==> src/rtl/i2c_reg_slave_pkg.sv <==
// Shared types and defaults for the I2C register-write slave.
// The register file is built only when I2C_REG_SLAVE_RF_EN is defined.
package i2c_reg_slave_pkg;

    typedef logic [2:0] state_t;

    localparam state_t ST_IDLE     = 3'd0;
    localparam state_t ST_ADDR     = 3'd1;
    localparam state_t ST_ACK_ADDR = 3'd2;
    localparam state_t ST_BYTE1    = 3'd3;
    localparam state_t ST_ACK1     = 3'd4;
    localparam state_t ST_BYTE2    = 3'd5;
    localparam state_t ST_ACK2     = 3'd6;
    localparam state_t ST_IGNORE   = 3'd7;

    localparam logic [6:0] DEF_SLAVE_ADDR = 7'h1A;
    localparam logic [3:0] DEF_FILT_LEN   = 4'd3;
    localparam int         REG_NUM        = 128;

    // Returns {new_level, new_count}; level flips once len differing samples seen.
    function automatic logic [4:0] filt_step(
        input logic       smp,
        input logic       lvl,
        input logic [3:0] cnt,
        input logic [3:0] len
    );
        logic [3:0] nxt;
        if (smp == lvl) begin
            return {lvl, 4'd0};
        end
        nxt = cnt + 4'd1;
        if (nxt >= len) begin
            return {smp, 4'd0};
        end
        return {lvl, nxt};
    endfunction

endpackage

==> src/rtl/i2c_bus_filter.sv <==
// Synchroniser, glitch filter and START/STOP/SCL-edge detection
// for one SCL/SDA pair. Idle bus level (1) is the reset state.
module i2c_bus_filter
    import i2c_reg_slave_pkg::*;
#(
    parameter logic [3:0] FILT_LEN = DEF_FILT_LEN
) (
    input  logic clk,
    input  logic rst,
    input  logic scl,
    input  logic sda,
    output logic sda_f,
    output logic start_det,
    output logic stop_det,
    output logic scl_rise,
    output logic scl_fall
);

    logic [1:0] scl_s_q, scl_s_d;
    logic [1:0] sda_s_q, sda_s_d;
    logic       scl_f_q, scl_f_d;
    logic       sda_f_q, sda_f_d;
    logic [3:0] scl_cnt_q, scl_cnt_d;
    logic [3:0] sda_cnt_q, sda_cnt_d;
    logic       scl_p_q, scl_p_d;
    logic       sda_p_q, sda_p_d;

    always_comb begin
        scl_s_d = {scl_s_q[0], scl};
        sda_s_d = {sda_s_q[0], sda};
        {scl_f_d, scl_cnt_d} = filt_step(scl_s_q[1], scl_f_q, scl_cnt_q, FILT_LEN);
        {sda_f_d, sda_cnt_d} = filt_step(sda_s_q[1], sda_f_q, sda_cnt_q, FILT_LEN);
        scl_p_d = scl_f_q;
        sda_p_d = sda_f_q;
    end

    always_ff @(posedge clk or posedge rst) begin
        if (rst) begin
            scl_s_q   <= 2'b11;
            sda_s_q   <= 2'b11;
            scl_f_q   <= 1'b1;
            sda_f_q   <= 1'b1;
            scl_cnt_q <= 4'd0;
            sda_cnt_q <= 4'd0;
            scl_p_q   <= 1'b1;
            sda_p_q   <= 1'b1;
        end else begin
            scl_s_q   <= scl_s_d;
            sda_s_q   <= sda_s_d;
            scl_f_q   <= scl_f_d;
            sda_f_q   <= sda_f_d;
            scl_cnt_q <= scl_cnt_d;
            sda_cnt_q <= sda_cnt_d;
            scl_p_q   <= scl_p_d;
            sda_p_q   <= sda_p_d;
        end
    end

    // SCL must be high both before and after the SDA change to count as START/STOP.
    assign sda_f     = sda_f_q;
    assign scl_rise  = scl_f_q & ~scl_p_q;
    assign scl_fall  = ~scl_f_q & scl_p_q;
    assign start_det = sda_p_q & ~sda_f_q & scl_f_q & scl_p_q;
    assign stop_det  = ~sda_p_q & sda_f_q & scl_f_q & scl_p_q;

endmodule

==> src/rtl/i2c_reg_slave.sv <==
// I2C write-only register slave: one {addr[6:0], data[8:0]} write per transaction.
// Define I2C_REG_SLAVE_RF_EN to build the 128x9 register file behind rd_addr/rd_data.
module i2c_reg_slave
    import i2c_reg_slave_pkg::*;
#(
    parameter logic [6:0] SLAVE_ADDR = DEF_SLAVE_ADDR,
    parameter logic [3:0] FILT_LEN   = DEF_FILT_LEN
) (
    input  logic       clk,
    input  logic       rst,
    input  logic       scl,
    input  logic       sda_in,
    output logic       sda_oe,
    output logic       wr_en,
    output logic [6:0] wr_addr,
    output logic [8:0] wr_data,
    output logic       busy,
    input  logic [6:0] rd_addr,
    output logic [8:0] rd_data
);

    logic sda_f, start_det, stop_det, scl_rise, scl_fall;

    i2c_bus_filter #(.FILT_LEN(FILT_LEN)) u_filt (
        .clk       (clk),
        .rst       (rst),
        .scl       (scl),
        .sda       (sda_in),
        .sda_f     (sda_f),
        .start_det (start_det),
        .stop_det  (stop_det),
        .scl_rise  (scl_rise),
        .scl_fall  (scl_fall)
    );

    state_t     state_q, state_d;
    logic [3:0] bit_cnt_q, bit_cnt_d;
    logic [7:0] sh_q, sh_d;
    logic [7:0] byte1_q, byte1_d;
    logic       sda_oe_q, sda_oe_d;
    logic       wr_en_q, wr_en_d;
    logic [6:0] wr_addr_q, wr_addr_d;
    logic [8:0] wr_data_q, wr_data_d;
    logic       busy_q, busy_d;

    always_comb begin
        state_d   = state_q;
        bit_cnt_d = bit_cnt_q;
        sh_d      = sh_q;
        byte1_d   = byte1_q;
        sda_oe_d  = sda_oe_q;
        wr_en_d   = 1'b0;
        wr_addr_d = wr_addr_q;
        wr_data_d = wr_data_q;
        busy_d    = busy_q;
        if (stop_det) begin
            state_d   = ST_IDLE;
            bit_cnt_d = 4'd0;
            sda_oe_d  = 1'b0;
            busy_d    = 1'b0;
        end else if (start_det) begin
            state_d   = ST_ADDR;
            bit_cnt_d = 4'd0;
            sda_oe_d  = 1'b0;
            busy_d    = 1'b1;
        end else begin
            case (state_q)
                ST_ADDR, ST_BYTE1, ST_BYTE2: begin
                    if (scl_rise && bit_cnt_q != 4'd8) begin
                        sh_d      = {sh_q[6:0], sda_f};
                        bit_cnt_d = bit_cnt_q + 4'd1;
                    end else if (scl_fall && bit_cnt_q == 4'd8) begin
                        bit_cnt_d = 4'd0;
                        sda_oe_d  = 1'b1;
                        case (state_q)
                            ST_ADDR: begin
                                if (sh_q[7:1] == SLAVE_ADDR && !sh_q[0]) begin
                                    state_d = ST_ACK_ADDR;
                                end else begin
                                    state_d  = ST_IGNORE;
                                    sda_oe_d = 1'b0;
                                end
                            end
                            ST_BYTE1: begin
                                state_d = ST_ACK1;
                                byte1_d = sh_q;
                            end
                            default: begin
                                state_d   = ST_ACK2;
                                wr_en_d   = 1'b1;
                                wr_addr_d = byte1_q[7:1];
                                wr_data_d = {byte1_q[0], sh_q};
                            end
                        endcase
                    end
                end
                ST_ACK_ADDR, ST_ACK1, ST_ACK2: begin
                    if (scl_fall) begin
                        sda_oe_d = 1'b0;
                        case (state_q)
                            ST_ACK_ADDR: state_d = ST_BYTE1;
                            ST_ACK1:     state_d = ST_BYTE2;
                            default:     state_d = ST_IGNORE;
                        endcase
                    end
                end
                default: ;
            endcase
        end
    end

    always_ff @(posedge clk or posedge rst) begin
        if (rst) begin
            state_q   <= ST_IDLE;
            bit_cnt_q <= 4'd0;
            sh_q      <= 8'd0;
            byte1_q   <= 8'd0;
            sda_oe_q  <= 1'b0;
            wr_en_q   <= 1'b0;
            wr_addr_q <= 7'd0;
            wr_data_q <= 9'd0;
            busy_q    <= 1'b0;
        end else begin
            state_q   <= state_d;
            bit_cnt_q <= bit_cnt_d;
            sh_q      <= sh_d;
            byte1_q   <= byte1_d;
            sda_oe_q  <= sda_oe_d;
            wr_en_q   <= wr_en_d;
            wr_addr_q <= wr_addr_d;
            wr_data_q <= wr_data_d;
            busy_q    <= busy_d;
        end
    end

    assign sda_oe  = sda_oe_q;
    assign wr_en   = wr_en_q;
    assign wr_addr = wr_addr_q;
    assign wr_data = wr_data_q;
    assign busy    = busy_q;

`ifdef I2C_REG_SLAVE_RF_EN
    logic [8:0] rf_q [REG_NUM];

    // Written alongside wr_en_q so reads reflect the write from the pulse onward.
    always_ff @(posedge clk or posedge rst) begin
        if (rst) begin
            for (int i = 0; i < REG_NUM; i++) begin
                rf_q[i] <= 9'd0;
            end
        end else if (wr_en_d) begin
            if (wr_addr_d == 7'd0) begin
                for (int i = 0; i < REG_NUM; i++) begin
                    rf_q[i] <= 9'd0;
                end
            end else begin
                rf_q[wr_addr_d] <= wr_data_d;
            end
        end
    end

    assign rd_data = rf_q[rd_addr];
`else
    logic unused_rd;
    assign unused_rd = ^rd_addr;
    assign rd_data   = 9'd0;
`endif

endmodule

==> config.mk <==
export PLATFORM = sky130hd
export DESIGN_NAME = i2c_reg_slave
export DESIGN_NICKNAME = d
export VERILOG_FILES = /design/src/rtl/i2c_reg_slave_pkg.sv /design/src/rtl/i2c_bus_filter.sv /design/src/rtl/i2c_reg_slave.sv
export SDC_FILE = /design/constraint.sdc
export NUM_CORES = 1
export LEC_CHECK = 0
export ABC_AREA = 0
export CAP_MARGIN = 20
export CORE_ASPECT_RATIO = 1.25
export CORE_MARGIN = 2
export CORE_UTILIZATION = 53
export CTS_CLUSTER_DIAMETER = 30
export DETAILED_ROUTE_END_ITERATION = 16
export PLACE_DENSITY = 0.77
export SYNTH_ARGS = -nofsm -noshare
export SYNTH_HDL_FRONTEND = slang
export SYNTH_HIERARCHICAL = 1
export SYNTH_SLANG_ARGS = --single-unit
==> constraint.sdc <==
create_clock -name clk -period 2.6 [get_ports clk]
set_clock_uncertainty 0.1 [all_clocks]
set_input_delay 0.52 -clock clk [delete_from_list [all_inputs] [get_ports clk]]
set_output_delay 0.52 -clock clk [all_outputs]
set_load 0.05 [all_outputs]
# After elaboration in Yosys (flattened, before gate mapping)
# Index checks and enable logic that the tools add are counted.
[classes]
n_lt_le_gt_ge = 2
n_reduce_logical = 18
n_mux = 44
bitwise_logic = 16
addsub = 3
n_eq_ne = 14
[op_table]
columns = ["operator", "count"]
rows = [
  ["two-way mux 5 bit", 8],
  ["two-way mux 1 bit", 21],
  ["two-way mux 4 bit", 5],
  ["two-way mux 3 bit", 6],
  ["case mux 3 bit (2 select lines)", 3],
  ["inequality test 4 bit (second input constant)", 4],
  ["adder 4 x 1 -> 4 bit (second input constant)", 3],
  ["AND reduction 6 bit", 2],
  ["== test 3 bit (second input constant)", 3],
  ["AND 1 bit", 8],
  [">= comparator 4 x 2 -> 1 bit (second input constant)", 2],
  ["NOT 1 bit", 8],
  ["AND reduction 4 bit", 2],
  ["nonzero test 4 bit", 2],
  ["== test 7 x 5 -> 1 bit (second input constant)", 1],
  ["== test 3 x 2 -> 1 bit (second input constant)", 2],
  ["nonzero test 2 bit", 3],
  ["OR reduction 3 bit", 2],
  ["== test 4 bit (second input constant)", 1],
  ["== test 3 x 1 -> 1 bit (second input constant)", 1],
  ["logical AND 1 bit", 3],
  ["nonzero test 3 bit", 1],
  ["== test 1 bit", 2],
  ["case mux 1 bit (2 select lines)", 1],
  ["3 further kinds", 3],
]
[word_totals]
ff_bits = 58
output_inout_bits = 28
in_bits = 11
word_cells = 114

# Longest topological paths before layout
# Gate-level depths: netlist of the first run.
[depth]
ltp_word = 9
ltp_mapped = 8
ltp_nobuf = 6

# Hierarchy
# The synthesis of the first run kept the hierarchy.
[by_module_without_submodules]
columns = ["mod", "instances", "area_per_inst_um2", "cells_per_inst", "seq_area_each_um2"]
rows = [
  ["i2c_reg_slave", 1, 1865.5, 141, 1051.0],
  ["i2c_bus_filter", 1, 679.4, 51, 410.4],
]

# Worst setup path after synthesis of the first run
# No wires, ideal clock.
[synth_timing]
path_kind = "reg-to-reg"
from = "reg u_filt.scl_f_q"
to = "reg sh_q[0]"
setup_ns = 0.125
path_stages_with_launch = 8
t_required_ns = 2.375
arrival_ns = 1.916
slack_ns = 0.459
synth_period_minus_slack_ns = 2.141
path_buffers = 1
cell_sequence = "dfstp_2 -> nand2_1 -> nor3b_1 -> or2_1 -> buf_2 -> nor2_1 -> nand3_2 -> mux2_2"
[synth_via]
elab_chain_cells = 4
elab_cells_between_ends = 9
cone_classes = "7 x bitwise; 2 x reduce/logical"
[synth_lines]
columns = ["item", "line_no", "rtl"]
rows = [
  ["from (decl)", "i2c_bus_filter.sv:21", "logic scl_f_q, scl_f_d;"],
  ["from (signal assigned)", "i2c_bus_filter.sv:50", "scl_f_q <= scl_f_d;"],
  ["AND 1 bit (2 in series)", "i2c_bus_filter.sv:63", "assign start_det = sda_p_q & ~sda_f_q & scl_f_q & scl_p_q;"],
  ["net start_det", "i2c_reg_slave.sv:22", "logic sda_f, start_det, stop_det, scl_rise, scl_fall;"],
  ["NOT 1 bit (no line)", "n/a", ""],
  ["AND reduction 4 bit (no line)", "n/a", ""],
  ["to (signal assigned)", "i2c_reg_slave.sv:116", "sh_q <= 8'd0;"],
  ["to (signal assigned)", "i2c_reg_slave.sv:126", "sh_q <= sh_d;"],
  ["to (decl)", "i2c_reg_slave.sv:38", "logic [7:0] sh_q, sh_d;"],
]
# The timed path passes the listed nets, and every way through them passes these cells.
# A chain may end at the register's enable or synchronous reset.

# Final worst setup path of the first run
[layout_timing]
from = "reg u_filt.scl_f_q"
to = "reg sh_q[6]"
# Same word-level chain as after synthesis.

==> metrics.md, run 1 <==
| Metric | Value |
|---|---|
| CP Max Fanout | 8 |
| Worst VDD drop | 0.479 mV |
| Vias in the first global route | 1413 |
| Logic gate share of total power | 15.8% |
| Synth Area per Inst | 13.3 sq um |
| Portion of synthesized cell area occupied by the leading cell type | 49.2% |
| Average detailed-routed wire length per instance | 13.5 um |
| Via total after detailed routing | 1532 |
| CTS sink count | 58 |
| Worst slew margin | 62.4% |
| Initial DRC count | 57 |
| Number of setup violations in the final report | 0 |
| Count of final max-slew check failures | 0 |
| F_max | 0.441 GHz |
| Number of flops mapped to enable cells by yosys | 0 |
| Count of buffering cells on the critical path with inverters included | 0 |
| Fillers | 372 |
| Worst endpoint required time | 2710 ps |
| Sum of net half-perimeters after detailed placement | 2780 um |
| TritonCTS clock tree | built |
| Commonest register cell after synthesis | sky130_fd_sc_hd__dfrtp_1 |
| Max stage delay cell, worst path | sky130_fd_sc_hd__dfstp_2 |
| I/O Buffers | 22 |
| Share of synthesized flip-flops with an asynchronous set or reset | 100% |
| Leakage power | 1.39 nW |
| Category of cells accounting for the largest share of critical-path delay | simple AND/OR/NAND/NOR gates |
| Largest net degree at the start of global routing | 43 |
| Number of H-tree levels | 3 |
| Total Power Consumption | 0.00217 W |
| Gr ovfl total | 0 |
| Share of synthesized area occupied by flip-flops and latches | 57.4% |
| Unrepaired setup endpoints after global routing | no |
| Gate count after technology mapping | 192 |
| Period utilisation layout | 87.2% |
| Ys Warns | 6 |
| Number of hold-repair buffers added at the cts stage | 0 |
| Clock latency at the later pin of the worst-skew pair | 320 ps |
| Final critical path time including I/O delays and setup | 2270 ps |
| Initial standard-cell utilization of the core | 54.2% |
| Actual transition at the worst max-transition pin | 564 ps |
| Sw Ratio | 28.9% |
| DRC violations left | 0 |
| Overall die area | 5380 sq um |
| Number of vias per cell | 5.21 |
| Accumulated negative setup slack | 0 ps |
| Final Wtd Congestion | 0.776 |
| Total power density per cell area | 725 nW/um^2 |
| Layout area overhead | 17.6% |
| Die width | 66.0 um |
| Initial DRT Pass Iterations | 4 |
| Yosys top cell by area | sky130_fd_sc_hd__dfrtp_1 |
| Wire length of the first global-routing pass | 6870 um |
| Clock slew at reported path FFs | 60 ps |
| Commonest non-fill, non-tap cell in the layout | sky130_fd_sc_hd__dfrtp_1 |
| Num rows | 28 |
| CTS root buffer | sky130_fd_sc_hd__clkbuf_8 |
| Kind of capture point of the worst setup path | flip-flop |
| Reported net switching power | 0.000626 W |
| Worst min-delay path category | flip-flop to flip-flop |
| Overall fraction of global-route tracks in use | 17.4% |
| Slowest stage delay, CP | 570 ps |
| Residual antenna-violating net count after detailed routing | 0 |
| Core region area | 4690 sq um |
| Arrival time reported for the critical path endpoint | 2380 ps |
| Yosys cell types | 45 |
| CP startpoint kind | flip-flop |
| Post-Synthesis Cell Area | 2540 sq um |
| Max clock buf depth | 2 |
| #FFs+latches synth | 58 |
| Post CTS Setup Buffer Count | 0 |
| Sequential fraction of design power | 52.8% |
| Proportion of power drawn by the clock network | 31.3% |
| Ports placed on the boundary | 39 |
| Number of nets in the layout | 246 |
| Post_cts resized | 0 |
| Number of hold violations in the final report | 0 |
| Commonest cells after routing, fill and taps aside | sky130_fd_sc_hd__dfrtp_1, sky130_fd_sc_hd__mux2_2, sky130_fd_sc_hd__clkdlybuf4s50_1 |
| Max cap viols | 0 |
| Total detailed-routing wirelength | 3980 um |
| Synth area leaders | sky130_fd_sc_hd__dfrtp_1, sky130_fd_sc_hd__mux2_2, sky130_fd_sc_hd__dfstp_2 |
| Die Ht | 81.5 um |
| Antenna violations before repair | 0 |
| Type of the setup path with the least slack | flip-flop to flip-flop |
| Sequence of cells on the critical path | nand2_1 > nor3b_1 > or2_1 > nor2_1 > nand3_2 > mux2_2 |
| Cell internal power dissipation | 0.00154 W |
| Number of buffers added by the clock tree synthesis step | 9 |
| Fraction of final layout cells with drive strength greater than 1 | 28.6% |
| Inserted Diodes | 0 |
| Run status | finished clean |
[power by group through the flow]
stage                     Clock (W)  Sequential, W  Combinational [W]
after global routing       0.000749        0.00117           0.000384
final                      0.000680        0.00115           0.000343
after detailed placement          0        0.00116           0.000348
after floorplan                   0        0.00114           0.000280
after CTS                  0.000702        0.00115           0.000348
after global placement            0        0.00115           0.000335
[registers in the layout, indices dropped and copies added, names as in the netlist, 2 cells and up]
register / count
bit_cnt_q: 4
byte1_q: 8
sh_q: 8
state_q: 3
u_filt/scl_cnt_q: 4
u_filt/scl_s_q: 2
u_filt/sda_cnt_q: 4
u_filt/sda_s_q: 2
wr_addr: 7
wr_data: 9
[synthesized netlist by cell type, drive strengths merged (3+ instances only)]
cell,count
buf,12
nor3b,3
dfrtp,50
nor4,3
nand3,6
o21ai,5
ha,6
nor3,7
nand2,5
mux2,33
dfstp,8
inv,9
a21oi,3
and3b,3
nor2,10
[path summary, 6_finish.rpt]
path	slack, ps	startpoint	cells after the start	endpoint
setup / recovery	330	u_filt/scl_f_q	6	sh_q[6]
hold / removal	260	u_filt/sda_s_q[0]	0	u_filt/sda_s_q[1]
setup reg to reg	330	u_filt/scl_f_q	6	sh_q[6]
hold reg to reg	260	u_filt/sda_s_q[0]	0	u_filt/sda_s_q[1]
max in group asynchronous	1480	rst	3	wr_data[2]
min in group asynchronous	480	rst	2	u_filt/scl_cnt_q[2]
[routing by layer]
metal / GRT usage, % / vias up / wire (um)
li1: - / 739 / -
met2: 25.4 / 28 / 1960
met4: 8.57 / 0 / 62
met5: 0 / - / 0
met1: 23.3 / 759 / 1800
met3: 6.16 / 6 / 165
[kinds of logic (layout without fill, tap and decap cells)]
group                    Yosys count  in the layout  synth area share [%]
flip-flops                        58             58                  57.4
multiplexers                      34             34                  15.0
AND/OR/NAND/NOR                   45             45                  11.6
AO/OA/AOI/OAI                     24             24                  7.18
XOR/XNOR                           2              2                 0.688
buffers and inverters             21             52                  4.92
adder cells (fa/ha/maj)            6              6                  2.95
other                              2             13                 0.295
[metrics by stage]
| step | utilization [%] | hold slack (ps) | instances | worst slack, ps | cell area, sq um |
|---|---|---|---|---|---|
| after global routing | 63.7 | 263 | 294 | 186 | 2990 |
| after floorplan | - | 245 | 203 | 459 | 2590 |
| after global placement | 60.2 | 246 | 278 | 386 | 2830 |
| after CTS | 63.7 | 258 | 294 | 331 | 2990 |
| after detailed placement | 60.2 | 250 | 278 | 332 | 2830 |
| final | 63.7 | 255 | 294 | 333 | 2990 |
[cell type report]
class / instances / area [sq um] / area share (%)
Clock buffer: 13 / 149 / 4.98
Clock inverter: 3 / 15.0 / 0.502
Inverter: 9 / 33.8 / 1.13
Multi-Input combinational cell: 124 / 1000 / 33.4
Sequential cell: 58 / 1460 / 48.8
Tap cell: 60 / 75.1 / 2.51
Timing Repair Buffer: 27 / 258 / 8.62
(Power assumes the default switching activity.)
==> run 2: changes to the inputs <==
--- a/config.mk
+++ b/config.mk
@@ -6,9 +6,8 @@
 export NUM_CORES = 1
 export LEC_CHECK = 0
 export ABC_AREA = 0
-export CAP_MARGIN = 20
 export CORE_ASPECT_RATIO = 1.25
-export CORE_MARGIN = 2
+export CORE_MARGIN = 1
 export CORE_UTILIZATION = 53
 export CTS_CLUSTER_DIAMETER = 30
 export DETAILED_ROUTE_END_ITERATION = 16
==> metrics.md, run 2 (synthesized netlist as in run 1, its figures left out) <==
| Metric | Value |
|---|---|
| Run status | finished clean |
| Kind of capture point of the worst setup path | flip-flop |
| Slowest stage delay, CP | 590 ps (+20 ps) |
| Initial DRC count | 40 (-30%) |
| Type of the setup path with the least slack | flip-flop to flip-flop |
| Post_cts resized | 0 (unchanged) |
| Post CTS Setup Buffer Count | 0 (unchanged) |
| Clock latency at the later pin of the worst-skew pair | 330 ps (about the same) |
| Min-Delay Startpoint | u_filt/scl_s_q[0] |
| Worst slew margin | 61.6% (-0.78 points) |
| Final Wtd Congestion | 0.774 (-0.26%) |
| Residual antenna-violating net count after detailed routing | 0 (unchanged) |
| CP Max Fanout | 8 (unchanged) |
| Leakage power | 1.41 nW (+1.8%) |
| Antenna violations before repair | 0 (unchanged) |
| Num rows | 27 (-3.6%) |
| Number of buffers added by the clock tree synthesis step | 9 (unchanged) |
| Ports placed on the boundary | 39 (unchanged) |
| Initial standard-cell utilization of the core | 56.6% (+2.4 points) |
| Total detailed-routing wirelength | 4050 um (+1.9%) |
| Post-route cell area | 3040 sq um (+1.5%) |
| Count of final max-slew check failures | 0 (unchanged) |
| Worst min-delay path category | flip-flop to flip-flop |
| Number of vias per cell | 5.30 (+1.8%) |
| Overall fraction of global-route tracks in use | 19.6% (+2.2 points) |
| Max cap viols | 0 (unchanged) |
| CTS sink count | 58 (unchanged) |
| Commonest cells after routing, fill and taps aside | sky130_fd_sc_hd__dfrtp_1, sky130_fd_sc_hd__mux2_2, sky130_fd_sc_hd__clkdlybuf4s50_1 |
| Average detailed-routed wire length per instance | 13.8 um (+2.2%) |
| Flip-flop count of the largest register after layout | 9 (unchanged) |
| F_max | 0.457 GHz (+3.6%) |
| Sum of net half-perimeters after detailed placement | 2800 um (+0.91%) |
| Placement-stage cell area | 2830 sq um (+0.18%) |
| Number of setup violations in the final report | 0 (unchanged) |
| Period utilisation layout | 84.1% (-3.1 points) |
| Final cell count without fillers | 293 (-0.34%) |
| Setup crit start | u_filt/sda_f |
| Layout area overhead | 19.3% |
| Vias in the first global route | 1626 (+15%) |
| Overall die area | 5080 sq um (-5.4%) |
| Worst-case setup slack after placement | 389 ps (+56.6 ps) |
| Via total after detailed routing | 1554 (+1.4%) |
| Die Ht | 79.5 um (-2.5%) |
| Number of hold violations in the final report | 0 (unchanged) |
| Inserted Diodes | 0 (unchanged) |
| Actual transition at the worst max-transition pin | 576 ps (+11.7 ps) |
| Max clock buf depth | 2 (unchanged) |
| Final critical path time including I/O delays and setup | 2190 ps (-79.4 ps) |
| Final cell utilization of the core | 67.6% (+3.9 points) |
| Reg-to-reg critical path startpoint | u_filt/sda_f |
| Sequence of cells on the critical path | nor3b_1 > or2_1 > buf_4 > nor3_4 > mux2_2 |
| Largest net degree at the start of global routing | 43 (unchanged) |
| Number of nets in the layout | 247 (+0.41%) |
| Clock slew at reported path FFs | 60 ps (about the same) |
| Unrepaired setup endpoints after global routing | no |
| Accumulated negative setup slack | 0 ps (unchanged) |
| Fraction of final layout cells with drive strength greater than 1 | 29.8% (+1.2 points) |
| Initial DRT Pass Iterations | 4 (unchanged) |
| I/O Buffers | 22 (unchanged) |
| Max stage delay cell, worst path | sky130_fd_sc_hd__dfstp_2 |
| Wire length of the first global-routing pass | 7280 um (+5.9%) |
| Gr ovfl total | 0 (unchanged) |
| CTS root buffer | sky130_fd_sc_hd__clkbuf_8 |
| Die width | 64.0 um (-3.0%) |
| Commonest non-fill, non-tap cell in the layout | sky130_fd_sc_hd__dfrtp_1 |
| TritonCTS clock tree | built |
| Total power density per cell area | 767 nW/um^2 (+5.8%) |
| Core region area | 4490 sq um (-4.3%) |
| Number of placed instances, taps included | 277 (-0.36%) |
| DRC violations left | 0 (unchanged) |
| Number of H-tree levels | 3 (unchanged) |
| Worst endpoint required time | 2720 ps (about the same) |
| Worst setup margin | 413 ps (+79.4 ps) |
| Number of hold-repair buffers added at the cts stage | 0 (unchanged) |
| Worst VDD drop | 0.435 mV (-9.1%) |
| Arrival time reported for the critical path endpoint | 2300 ps (-80 ps) |
| CP startpoint kind | flip-flop |
-- run 2: through the flow --
step                      power, W  hold slack, ps
after floorplan            0.00142             245
after global placement     0.00149             245
after detailed placement   0.00151             250
after CTS                  0.00236             262
after global routing       0.00246             266
final                      0.00233             257
-- run 2: path summary, 6_finish.rpt --
path | slack, ps | cells after the start | end
max in group asynchronous | 1500 | 3 | busy
min | 260 | 0 | u_filt/scl_s_q[1]
max | 410 | 5 | byte1_q[4]
min in group asynchronous | 470 | 2 | u_filt/sda_cnt_q[2]
min reg2reg | 260 | 0 | u_filt/scl_s_q[1]
max reg2reg | 410 | 5 | byte1_q[4]
-- run 2: critical path: cells and delay by family, from the launching register on --
family	cells	cell delay [ps]
buffers and inverters	1	190
DFF	1	590
muxes	1	390
and+or+nand+nor	3	800
-- run 2: where the power goes --
part           switching (W)  internal [W]
clock network       0.000346      0.000495
registers           0.000122       0.00102
logic               0.000191      0.000155
-- run 2: cell type report --
| class | count | area (sq um) |
|---|---|---|
| Timing Repair Buffer | 28 | 265 |
| Fill cell | 325 | 1460 |
| Multi-Input combinational cell | 124 | 1000 |
| Tap cell | 58 | 72.6 |
| Inverter | 9 | 33.8 |
| Clock buffer | 12 | 155 |
| Clock inverter | 4 | 48.8 |
| Sequential cell | 58 | 1460 |
-- run 2: metal layers --
layer,vias up,track usage (%),wire length [um]
li1,745,-,-
met1,769,23.8,1840
met2,33,30.3,2030
met3,7,6.57,137
met4,0,11.4,42
met5,-,0,0
